`src/rtl/mem_arb_pkg.sv`:
```
// Shared types and the grant-selection function for the unified-memory arbiter.
package mem_arb_pkg;

  typedef enum logic [1:0] {StIdle, StBusy, StResp} state_e;
  typedef enum logic [1:0] {OwnNone, OwnI, OwnD} owner_e;

  localparam logic [3:0] BeFull = 4'hF;

  // D wins unless I has waited through `limit` consecutive D grants.
  function automatic owner_e arb_pick(input logic       i_req,
                                      input logic       d_req,
                                      input logic [3:0] starve_cnt,
                                      input logic [3:0] limit);
    owner_e pick;
    pick = OwnNone;
    if (d_req && (!i_req || (starve_cnt < limit))) begin
      pick = OwnD;
    end else if (i_req) begin
      pick = OwnI;
    end
    return pick;
  endfunction

endpackage

```
`src/rtl/mem_bus_arbiter.sv`:
```
// Serialises instruction-fetch and data requests onto one single-port memory,
// D-priority with a bounded starvation window for I. All outputs registered.
module mem_bus_arbiter
  import mem_arb_pkg::*;
#(
  parameter int unsigned AW           = 32,
  parameter int unsigned DW           = 32,
  parameter int unsigned STARVE_LIMIT = 4
) (
  input  logic          clk,
  input  logic          rst,
  input  logic          i_req,
  input  logic [AW-1:0] i_addr,
  output logic [DW-1:0] i_rdata,
  output logic          i_ready,
  input  logic          d_req,
  input  logic          d_we,
  input  logic [3:0]    d_be,
  input  logic [AW-1:0] d_addr,
  input  logic [DW-1:0] d_wdata,
  output logic [DW-1:0] d_rdata,
  output logic          d_ready,
  output logic          m_req,
  output logic          m_we,
  output logic [3:0]    m_be,
  output logic [AW-1:0] m_addr,
  output logic [DW-1:0] m_wdata,
  input  logic [DW-1:0] m_rdata,
  input  logic          m_ack,
  output logic          busy
);

  localparam logic [3:0] Limit = 4'(STARVE_LIMIT);

  state_e        state_q;
  owner_e        owner_q;
  logic [3:0]    cnt_q;
  logic          m_req_q, m_we_q, busy_q, i_ready_q, d_ready_q;
  logic [3:0]    m_be_q;
  logic [AW-1:0] m_addr_q;
  logic [DW-1:0] m_wdata_q, i_rdata_q, d_rdata_q;

  owner_e     grant;
  logic [3:0] cnt_d;

  always_comb begin
    grant = arb_pick(i_req, d_req, cnt_q, Limit);
    cnt_d = cnt_q;
    // Only a D grant that overrides a waiting I advances the starvation count.
    if (grant == OwnD && i_req) begin
      cnt_d = cnt_q + 4'd1;
    end else if (grant != OwnNone) begin
      cnt_d = '0;
    end
  end

  always_ff @(posedge clk or posedge rst) begin
    if (rst) begin
      state_q   <= StIdle;
      owner_q   <= OwnNone;
      cnt_q     <= '0;
      m_req_q   <= 1'b0;
      m_we_q    <= 1'b0;
      m_be_q    <= '0;
      m_addr_q  <= '0;
      m_wdata_q <= '0;
      i_rdata_q <= '0;
      d_rdata_q <= '0;
      i_ready_q <= 1'b0;
      d_ready_q <= 1'b0;
      busy_q    <= 1'b0;
    end else begin
      i_ready_q <= 1'b0;
      d_ready_q <= 1'b0;
      unique case (state_q)
        StIdle: begin
          if (grant != OwnNone) begin
            owner_q <= grant;
            cnt_q   <= cnt_d;
            m_req_q <= 1'b1;
            busy_q  <= 1'b1;
            state_q <= StBusy;
            if (grant == OwnI) begin
              m_we_q    <= 1'b0;
              m_be_q    <= BeFull;
              m_addr_q  <= i_addr;
              m_wdata_q <= '0;
            end else begin
              m_we_q    <= d_we;
              m_be_q    <= d_be;
              m_addr_q  <= d_addr;
              m_wdata_q <= d_wdata;
            end
          end
        end
        StBusy: begin
          if (m_ack) begin
            m_req_q <= 1'b0;
            state_q <= StResp;
            if (owner_q == OwnI) begin
              i_rdata_q <= m_rdata;
              i_ready_q <= 1'b1;
            end else begin
              if (!m_we_q) begin
                d_rdata_q <= m_rdata;
              end
              d_ready_q <= 1'b1;
            end
          end
        end
        StResp: begin
          // Requests are deliberately not sampled here.
          owner_q <= OwnNone;
          busy_q  <= 1'b0;
          state_q <= StIdle;
        end
        default: begin
          state_q <= StIdle;
        end
      endcase
    end
  end

  assign m_req   = m_req_q;
  assign m_we    = m_we_q;
  assign m_be    = m_be_q;
  assign m_addr  = m_addr_q;
  assign m_wdata = m_wdata_q;
  assign i_rdata = i_rdata_q;
  assign i_ready = i_ready_q;
  assign d_rdata = d_rdata_q;
  assign d_ready = d_ready_q;
  assign busy    = busy_q;

endmodule

```
`config.mk`:
```
export PLATFORM = sky130hd
export DESIGN_NAME = mem_bus_arbiter
export DESIGN_NICKNAME = d
export VERILOG_FILES = /design/src/rtl/mem_arb_pkg.sv /design/src/rtl/mem_bus_arbiter.sv
export SDC_FILE = /design/constraint.sdc
export NUM_CORES = 1
export LEC_CHECK = 0
export ABC_AREA = 1
export BUFFER_PORTS_ARGS = -buffer_cell sky130_fd_sc_hd__buf_4
export CAP_MARGIN = 40
export CORE_UTILIZATION = 40
export DETAILED_ROUTE_END_ITERATION = 6
export PLACE_DENSITY = 0.69
export SETUP_SLACK_MARGIN = 0.5
export SLEW_MARGIN = 25
export SYNTH_ARGS = -nofsm -noshare
export SYNTH_HDL_FRONTEND = slang
export SYNTH_SLANG_ARGS = --single-unit
```
`constraint.sdc`:
```
create_clock -name clk -period 5.53 [get_ports clk]
set_input_delay 1.106 -clock clk [delete_from_list [all_inputs] [get_ports clk]]
set_output_delay 1.106 -clock clk [all_outputs]
set_load 0.02 [all_outputs]
```
; ---- Yosys cells after proc, flatten, opt, wreduce, memory -nomap -nowiden
; Index checks and enable logic that the tools add are counted.
[totals]
regBits = 145
romBits = 0
latchBits = 0
in_bits = 138
output_inout_bits = 137
memories = 0
mem_bits_rw = 0
[op_classes]
n_shift = 0
div = 0
magnitude_cmp = 1
n_mul = 0
n_mux = 22
addsub = 1
reduce_logical = 14
bitwise = 2
eq_ne = 7
[op_table]
columns = cell, count
row1 = $mux W32, 2
row2 = $mux W1, 10
row3 = $mux W2, 4
row4 = $mux W4, 2
row5 = $pmux W2 S2, 2
row6 = $eq A2 B1 Y1 const B, 3
row7 = $reduce_and A2 Y1, 3
row8 = $reduce_and A3 Y1, 2
row9 = $reduce_bool A2 Y1, 3
row10 = $add A4 B1 Y4 const B, 1
row11 = $eq A2 B2 Y1 const B, 2
row12 = $lt A4 B3 Y1 const B, 1
row13 = $ne A2 B2 Y1 const B, 2
row14 = $pmux W1 S2, 2
row15 = $reduce_and A4 Y1, 1
row16 = $logic_and A1 B1 Y1, 2
row17 = $logic_not A2 Y1, 1
row18 = $not A1 Y1, 2
row19 = $logic_not A1 Y1, 1
row20 = $logic_or A1 B1 Y1, 1

; ---- Logic depth before layout (Yosys ltp)
; Gate-level depths: netlist of run 1.
[logic_depth]
ltp_word = 7
mapped_depth = 7
ltp_nobuf = 6

; ---- Worst setup path before layout of run 1
; No wires, ideal clock.
[synth_timing]
path_type = input to register
start = in d_req
end = reg m_wdata_q[16] (netlist: m_wdata[16])
arrival_time_ns = 1.779
slack_ns = 3.633
stages = 6
path_cell_list = o21ai_2 > inv_2 > buf_2 > buf_2 > nand3_1 > nand2_1
[synth_between]
elab_chain_len = 4
word_cells_on_any_way = 6
[synth_rtl]
columns = item, line
row1 = start: declaration, mem_bus_arbiter.sv:16  ; input logic d_req,
row2 = $logic_and A1 B1 Y1 *, mem_arb_pkg.sv:16  ; if (d_req && (!i_req || (starve_cnt < limit))) begin
row3 = $mux W2 *, mem_arb_pkg.sv:16
row4 = $eq A2 B1 Y1 / $reduce_bool A2 Y1 (equally long branches), "mem_bus_arbiter.sv:83, mem_bus_arbiter.sv:77"
row5 = $mux W32 / $reduce_and A2 Y1 (equally long branches), -
row6 = end signal: assignment, mem_bus_arbiter.sv:92  ; m_wdata_q <= d_wdata;
row7 = end: declaration, mem_bus_arbiter.sv:41  ; logic [DW-1:0] m_wdata_q, i_rdata_q, d_rdata_q;
; Every way passes the cells marked *; elsewhere a longest branch is shown, timed or not.
; A chain may end at the register's enable or synchronous reset.

; ---- Final worst setup path of run 1
[layout_timing]
start = in d_req
end = reg m_wdata_q[27] (netlist: m_wdata[27])
; The elaborated chain is that of the path after synthesis.

==> metrics, run 1 <==
crit path cell chain buf_4, o21ai_4, inv_2, buf_4, nand3_1, nand2_1; Synth Area in Adders 0.201%; post-synthesis mux area share 0%; WHS Path Cells 2; most frequent cells in the layout 332 x nand2_1, 284 x buf_4, 145 x dfrtp_1, 74 x inv_1, 70 x nand3_1; clk_skew between 0.008 and 0.009 ns; CP Data Required Time 5.88 ns; share of layout cells above drive strength 1 31.4%; XOR/XNOR Fraction of Synth Area 0%; largest net degree at the start of global routing 77; Synth Register Bits roughly 150; Worst Min Path Start m_req$_DFFE_PP0P_; Pre-antenna DRT Iters 5; gr ovfl total 0; DR top layer met4; Nets roughly 1,200; worst-path maximum fanout 60; Core Region 0.0152 mm^2; Yosys Warn Count 0; Cells after Synth about 770; Distinct cells, synth 20; fmax approximately 470 MHz; critical path class input port to flop; Seq/Total Area, Yosys 58.3%; Mapped Avg Cell Area 8.12 um^2; final hold vios 0; post-CTS setup buffers 0; WHS Endpoint m_req$_DFFE_PP0P_; CP Capture Type flop; DPL Wire Length 12.1 mm; period utilization 38.2%; main combinational cell family by area after synthesis simple AND/OR/NAND/NOR gates; run status completed; met2 WL post-DR between 9 and 10 mm; drt drc 0; DRT iter0 DRCs about 300; worst setup margin 3.42 ns; Via Count 5,853; Crit path largest cell delay 0.57 ns; DR WL/cell 14.8 um; via/cell ratio 4.77; slew margin rel. a little under half; IO Port Bufs 274; CTS tree yes; Num CTS Buffers 17; area of the multi-input gates 0.00211 mm^2; post-synthesis simple-gate area fraction a little over a quarter; Worst-Margin Slew slightly below 0.8 ns; PostCTS Resize Cnt 0; gr usage total between 20% and 30%; clock root cell clkbuf_16; FF/Latch Area 0.00363 mm^2; Mapped Nets 905; first-pass GRT wire length roughly 29 mm; Worst Setup Start Kind input port; Inst Count DP 1,193; Largest delay share family, worst path buffers and inverters; Placement Cell Area 0.00840 mm^2; Critical Path Slowest Stage Cell buf_4; post-place setup slack 2.66 ns; Routed met3 length 1.14 mm; most used cell, CP buf_4; Setup TNS 0 ns; Design Area, Final 0.00909 mm^2; worst min path class flop to flop; Critical R2R Launch owner_q[0]$_DFFE_PP0P_; Fillers roughly 1,400; Synth Area in Compound Gates 6.50%; CTS max path bufs 2; Clk pin slew, worst setup/hold paths 0.06 ns; Final min period 2.11 ns; Yosys top cell area share 58.3%; FF-to-FF setup slack 3.51 ns; RSZ-0062 raised after global routing false; Lkg Pwr 5.18 nW; placer's final routability congestion estimate 0.789; Worst-Skew Late Latency 0.41 ns; Post-Layout Cell Count 1,226; H-tree depth 4; Worst Path Buf+Inv 3; Die H 127 um; commonest non-fill, non-tap cell in the layout nand2_1; cts hold-fix bufs 0; Post-Syn Area 0.00622 mm^2; initial antenna violation count 0; final setup vio count 0; Max rail drop VDD 287 uV; io pins 275; number of routed nets with antenna violations 0; Starting Density 40.9%; Die Width 127 um; Power Dens Cells 600 mW/mm^2; final core occ 59.8%; CTS sink count 145; reg-to-reg endpoint d_rdata[11]$_DFFE_PP0P_; routed wire length approximately 18 mm; Inserted Diodes 0; Reg2Reg Depth 7; Cell Rows 45; area leader, netlist dfrtp_1; CP Data Arrival Time 2.46 ns; routed metal-1 wirelength around 7.6 mm; Final Slew Violations 0; Max-Cap Viols 0; vias in the first global route 5,823; Die ar. 0.0161 mm^2; ranking of synthesized cells by area dfrtp_1 58%, nand2_1 20%, nand3_1 5.6%; area growth from synthesis to layout 46.2%
==> state kept, by name, indices dropped and copies added (netlist names), 2 cells and up <==
| name | flops |
|---|---|
| cnt_q | 4 |
| d_rdata | 32 |
| m_be | 4 |
| owner_q | 2 |
| i_rdata | 32 |
| m_addr | 32 |
| m_wdata | 32 |
| state_q | 2 |
==> routing by layer <==
metal	up-vias	GRT usage, %
li1	2876	-
met1	2738	29.0
met2	216	39.6
met3	23	5.90
met4	0	8.19
met5	-	0
==> stage by stage <==
stage,power (mW),hold WS [ns]
finish,5.45,0.478
floorplan,3.11,0.453
detailed placement,4.21,0.465
global placement,4.16,0.458
global route,5.79,0.498
CTS,5.51,0.483
==> worst max path at each step <==
| stage | from | end | slack, ns | cells after the start |
|---|---|---|---|---|
| detailed placement | d_req | m_addr[17]$_DFFE_PP0P_ | 2.66 | 7 |
| finish | d_req | m_wdata[27]$_DFFE_PP0P_ | 3.42 | 6 |
| global placement | d_req | m_addr[0]$_DFFE_PP0P_ | 2.71 | 7 |
| global route | d_req | m_wdata[27]$_DFFE_PP0P_ | 3.31 | 6 |
| floorplan | rst | busy$_DFFE_PP0P_ | 0.53 | 1 |
| CTS | d_req | m_addr[17]$_DFFE_PP0P_ | 3.11 | 7 |
==> cell families (layout without fill, tap and decap cells) <==
logic type	after synthesis	count (layout)
AO/OA/AOI/OAI	78	78
adder cells (fa/ha/maj)	1	1
buffers and inverters	122	394
flip-flops	145	145
AND/OR/NAND/NOR	420	420
==> synthesized netlist by cell type <==
master and instances:
nand2_1 332, dfrtp_1 145, inv_1 75, nand3_1 70, o21ai_0 60, buf_2 27, clkbuf_1 17, nor2_1 12
o21ai_1 9, a21oi_1 5, inv_2 2, nand2_2 2, nor2_2 2, o21ai_2 2, a21oi_2 1, buf_4 1
ha_1 1, nand4_1 1, o31ai_1 1, or2_2 1
==> power by group <==
group          internal, mW  total, mW  switching, mW  leakage (nW)
sequential             1.54       1.81          0.268          1.81
combinational         0.907       2.37           1.46          3.05
clock                 0.830       1.28          0.447         0.322
total                  3.28       5.45           2.17          5.18
==> layout make-up <==
| class | instances | area share [%] |
|---|---|---|
| Clock buffer | 21 | 5.06 |
| Timing Repair Buffer | 285 | 23.8 |
| Inverter | 77 | 3.23 |
| Sequential cell | 145 | 39.9 |
| Tap cell | 188 | 2.59 |
| Multi-Input combinational cell | 499 | 23.2 |
| Clock inverter | 11 | 2.23 |
==> worst min-delay path, delay by kind of cell (launching register included) <==
| kind | cells | cell delay (ns) |
|---|---|---|
| DFF | 1 | 0.35 |
| and+or+nand+nor | 2 | 0.09 |
(Power assumes the default switching activity.)
==> run 2, diff against run 1 <==
Settings changed: PLACE_DENSITY 0.69 to 0.72.
Clock period 5.53 ns to 1.7 ns, I/O delays scaled along.
==> run 2 against run 1 <==
Against the previous run: non-clock buffer count up 87; hold slack worse by 0.34 ns; global-route usage up 1.9 points; register-to-register slack worse by 3.2 ns.
==> metrics, run 2 (synthesis gave the netlist of run 1 again) <==
gr usage total 25.3%; routed wire length around 24 mm; RSZ-0062 raised after global routing true; Cell Rows 45; period utilization between 80% and 90%; worst min path class input port to flop; initial antenna violation count 0; Max-Cap Viols 0; DPL Wire Length 12.1 mm; share of layout cells above drive strength 1 43.4%; final core occ around 73%; vias in the first global route 6,197; commonest non-fill, non-tap cell in the layout nand2_1; Via Count 6,647; DRT iter0 DRCs 432; run status completed; IO Port Bufs 274; Worst-Skew Late Latency 0.41 ns; area growth from synthesis to layout 77.8%; slew margin rel. 79.3%; Max rail drop VDD 1140 uV; post-place setup slack 0.274 ns; fmax 729 MHz; CP Capture Type flop; Starting Density 40.9%; CTS tree yes; placer's final routability congestion estimate 0.792; Power Dens Cells 1910 mW/mm^2; clock root cell clkbuf_16; largest net degree at the start of global routing 77; via/cell ratio 5.06; drt drc 0; first-pass GRT wire length 31.3 mm; Lkg Pwr 6.03 nW; CTS sink count 145; clk_skew roughly 0.0060 ns; io pins between 200 and 300; Worst-Margin Slew 0.311 ns; Die H 127 um; Final Slew Violations 0; Nets 1,252; CP Data Required Time 2.05 ns; Final min period 1.37 ns; DR WL/cell 18.2 um; Inserted Diodes 0; gr ovfl total 0; H-tree depth 4; final hold vios 0; number of routed nets with antenna violations 0; Core Region 0.0152 mm^2; Worst Setup Start Kind flop; Fillers 1,074; critical path class flop to flop; CP Data Arrival Time between 1.5 and 2 ns; final setup vio count 0; CTS max path bufs 2; Num CTS Buffers 17; worst-path maximum fanout 8; worst setup margin around 0.33 ns; Clk pin slew, worst setup/hold paths 0.06 ns; Die ar. between 0.015 and 0.02 mm^2; most frequent cells in the layout 282 x nand2_1, 188 x buf_4, 147 x buf_6, 144 x dfrtp_1, 72 x inv_1; Die Width 127 um; Pre-antenna DRT Iters 5
## run 2: cell types whose count changed in the layout (fill, tap and decap cells not counted), moves of 13 or more
cell and delta:
buf_6 +147, nand2_2 +39, nand3_1 -18, buf_12 +15, o21ai_1 +31, o21ai_0 -31, buf_4 -96, clkbuf_16 +13
nand3_2 +18, nand2_1 -50
## run 2: report_power, final
part / switching (mW) / total [mW] / internal, mW
clock: 1.54 / 3.91 / 2.37
sequential: 1.18 / 6.21 / 5.02
combinational: 5.74 / 11.0 / 5.26
total: 8.46 / 21.1 / 12.6
## run 2: area by class of cell
cell class / instances / area [um^2] / area share [%]
timing repair buffer: 372 / 3860 / 34.9
sequential: 145 / 3630 / 32.8
multi-input combinational: 499 / 2420 / 21.8
clock buffer: 18 / 439 / 3.97
inverter: 77 / 298 / 2.69
tap: 188 / 235 / 2.13
clock inverter: 14 / 175 / 1.58
timing repair inverter: 1 / 6.26 / 0.0566
## run 2: path summary, 6_finish.rpt
kind	from	end	slack, ns	depth (start not counted)
setup / recovery	cnt_q[3]$_DFFE_PP0P_	m_addr[20]$_DFFE_PP0P_	0.33	8
hold / removal	m_rdata[8]	i_rdata[8]$_DFFE_PP0P_	0.13	3
setup reg to reg	cnt_q[3]$_DFFE_PP0P_	m_addr[20]$_DFFE_PP0P_	0.33	8
hold reg to reg	m_addr[11]$_DFFE_PP0P_	m_addr[11]$_DFFE_PP0P_	0.50	2
max in group asynchronous	rst	state_q[1]$_DFFE_PP0P_	0.72	4
min in group asynchronous	rst	i_rdata[5]$_DFFE_PP0P_	0.61	4
## run 2: layer usage
metal | vias to the layer above | track usage (%) | wire length [um]
met5 | - | 0 | 0
met4 | 0 | 12.3 | 937
met3 | 61 | 5.53 | 1660
met2 | 284 | 43.1 | 11800
met1 | 3235 | 30.4 | 9630
li1 | 3067 | - | -
## run 2: repair_timing
item,4_1_cts,5_1_grt
hold buffers,1,0
buffers inserted,23,31
gates resized for setup,165,114
pin swaps,2,23
endpoints found under the hold margin,13,0
setup endpoints to repair,276,351
cloned,6,21
## run 2: through the flow
step | total power [mW] | cell area, um^2 | setup TNS [ns] | std cells | hold WS [ns]
2_1_floorplan | 10.2 | 6250 | -66.56 | 766 | 0.436
3_3_place_gp | 13.7 | 8550 | 0 | 1200 | 0.386
3_5_place_dp | 13.8 | 8550 | 0 | 1200 | 0.388
4_1_cts | 19.5 | 10100 | 0 | 1262 | 0.105
5_1_grt | 22.1 | 11100 | 0 | 1314 | 0.121
6_report | 21.1 | 11100 | 0 | 1314 | 0.133
## run 2: worst max-delay path: stages, from the launching register on
cell and delay (ns):
dfrtp_1 0.40, buf_4 0.15, nor2_4 0.15, a21oi_4 0.08, buf_12 0.14, clkbuf_16 0.16
nand2_1 0.08, nand3_2 0.07, nand2_1 0.07
==> run 3, diff against run 2 <==
Settings changed: PLACE_DENSITY 0.72 to 0.69.
Clock period 1.7 ns to 1.4 ns, I/O delays scaled along.
==> run 3 against run 2 <==
Against the previous run: the run now ends with negative setup slack left; clock power up 30%; critical path depth fell by 1; sequential share of layout area decreased by 2.9 points; die area did not move; highest routed layer unchanged; critical path type unchanged.
==> metrics, run 3 (synthesis gave the netlist of run 1 again) <==
number of routed nets with antenna violations 0; most frequent cells in the layout 228 x nand2_1, 207 x buf_4, 147 x buf_6, 145 x dfrtp_1, 77 x nand2_2; fmax roughly 710 MHz; H-tree depth 4; share of layout cells above drive strength 1 55.6%; Die H 127 um; DPL Wire Length 12.5 mm; clock root cell clkbuf_16; Inst Count DP 1,213; CP Data Required Time 1.69 ns; Lkg Pwr 6.52 nW; drt drc 0; CTS tree yes; Placement Cell Area 0.00908 mm^2; Clk pin slew, worst setup/hold paths 0.06 ns; io pins 275; worst setup margin -0.0121 ns; Post-Layout Cell Count ~1,300; area growth from synthesis to layout 95.1%; vias in the first global route 6,558; Nets 1,283; DR WL/cell 18.3 um; Starting Density 40.9%; Worst-Margin Slew 0.377 ns; largest net degree at the start of global routing between 50 and 60; routed wire length 24.6 mm; Worst Setup Start Kind flop; Max-Cap Viols 0; worst min path class input port to flop; worst-path maximum fanout 8; Max rail drop VDD 1280 uV; RSZ-0062 raised after global routing true; CP Data Arrival Time between 1.5 and 2 ns; CP Capture Type flop; Cell Rows 45; CTS max path bufs 2; via/cell ratio 5.10; placer's final routability congestion estimate 0.763; Final Slew Violations 0; failing checks negative setup slack; Final min period 1.41 ns; Inserted Diodes 0; final setup vio count 2; hold_ws 0.0759 ns; commonest non-fill, non-tap cell in the layout nand2_1; run status finished with violations; Setup TNS -0.0234 ns; period utilization 101%; CTS sink count 145; Num CTS Buffers 17; Pre-antenna DRT Iters 5; final hold vios 0; Core Region 0.0152 mm^2; Worst-Skew Late Latency ~0.42 ns; initial antenna violation count 0; Design Area, Final between 0.01 and 0.015 mm^2; IO Port Bufs 274; clk_skew 0.0119 ns; critical path class flop to flop; Die Width 127 um; slew margin rel. roughly 75%; first-pass GRT wire length 33.8 mm; gr ovfl total 0; gr usage total between 20% and 30%; Via Count 6,864; DRT iter0 DRCs approximately 360; Die ar. 0.0161 mm^2; Power Dens Cells around 2300 mW/mm^2
==> run 3: power by group <==
part	internal [mW]	switching, mW	leakage, nW
combinational	7.54	7.72	4.38
sequential	6.10	1.49	1.81
clock	3.31	1.78	0.318
total	17.0	11.0	6.52
==> run 3: final cells by class <==
cell class	count	area, um^2
Inverter	77	303
Clock buffer	23	478
Clock inverter	9	176
Fill cell	906	3070
Sequential cell	145	3630
Tap cell	188	235
Timing Repair inverter	1	8.76
Multi-Input combinational cell	500	3010
Timing Repair Buffer	402	4300
==> run 3: path summary, 6_finish.rpt <==
kind                                         from                      to  slack, ns  cells after the start
min in group asynchronous                     rst  m_addr[25]$_DFFE_PP0P_       0.09                      3
max                        state_q[0]$_DFFE_PP0P_  d_rdata[6]$_DFFE_PP0P_      -0.01                      7
min reg2reg                  cnt_q[1]$_DFFE_PP0P_    cnt_q[1]$_DFFE_PP0P_       0.50                      2
min                                    d_wdata[5]  m_wdata[5]$_DFFE_PP0P_       0.08                      3
max reg2reg                state_q[0]$_DFFE_PP0P_  d_rdata[6]$_DFFE_PP0P_      -0.01                      7
max in group asynchronous                     rst  d_rdata[7]$_DFFE_PP0P_       0.79                      4
==> run 3: timing repair <==
item                       in CTS  in global routing
setup endpoints to repair     282                340
hold buffers                    1                  0
pin swaps                       5                 35
setup buffers                  39                 36
gates resized for setup       208                133
cloned                         12                 12
hold endpoints to repair        3                  0
==> run 3: metal layers <==
metal	vias to the layer above	track usage [%]	share of wire [%]
li1	3135	-	-
met1	3310	31.5	36
met2	346	47.3	52
met3	73	8.69	8.1
met4	0	10.8	3.8
met5	-	0	0
==> run 3: worst max-delay path, stage by stage (launching register included) <==
cell and delay, ns:
dfrtp_1 0.36, inv_2 0.06, nor2_4 0.11, nand2_4 0.07
buf_12 0.16, buf_12 0.14, o21ai_0 0.32, nand2_2 0.06
==> run 3: metrics by stage <==
stage | setup WS, ns | power, mW | utilization, %
after floorplan | -0.699 | 13.2 | -
after CTS | 0.0511 | 25.7 | 73.0
after detailed placement | -0.122 | 17.6 | 59.7
after global placement | -0.0680 | 17.4 | 59.7
final | -0.0121 | 27.9 | 79.8
after global routing | -0.0861 | 29.2 | 79.8
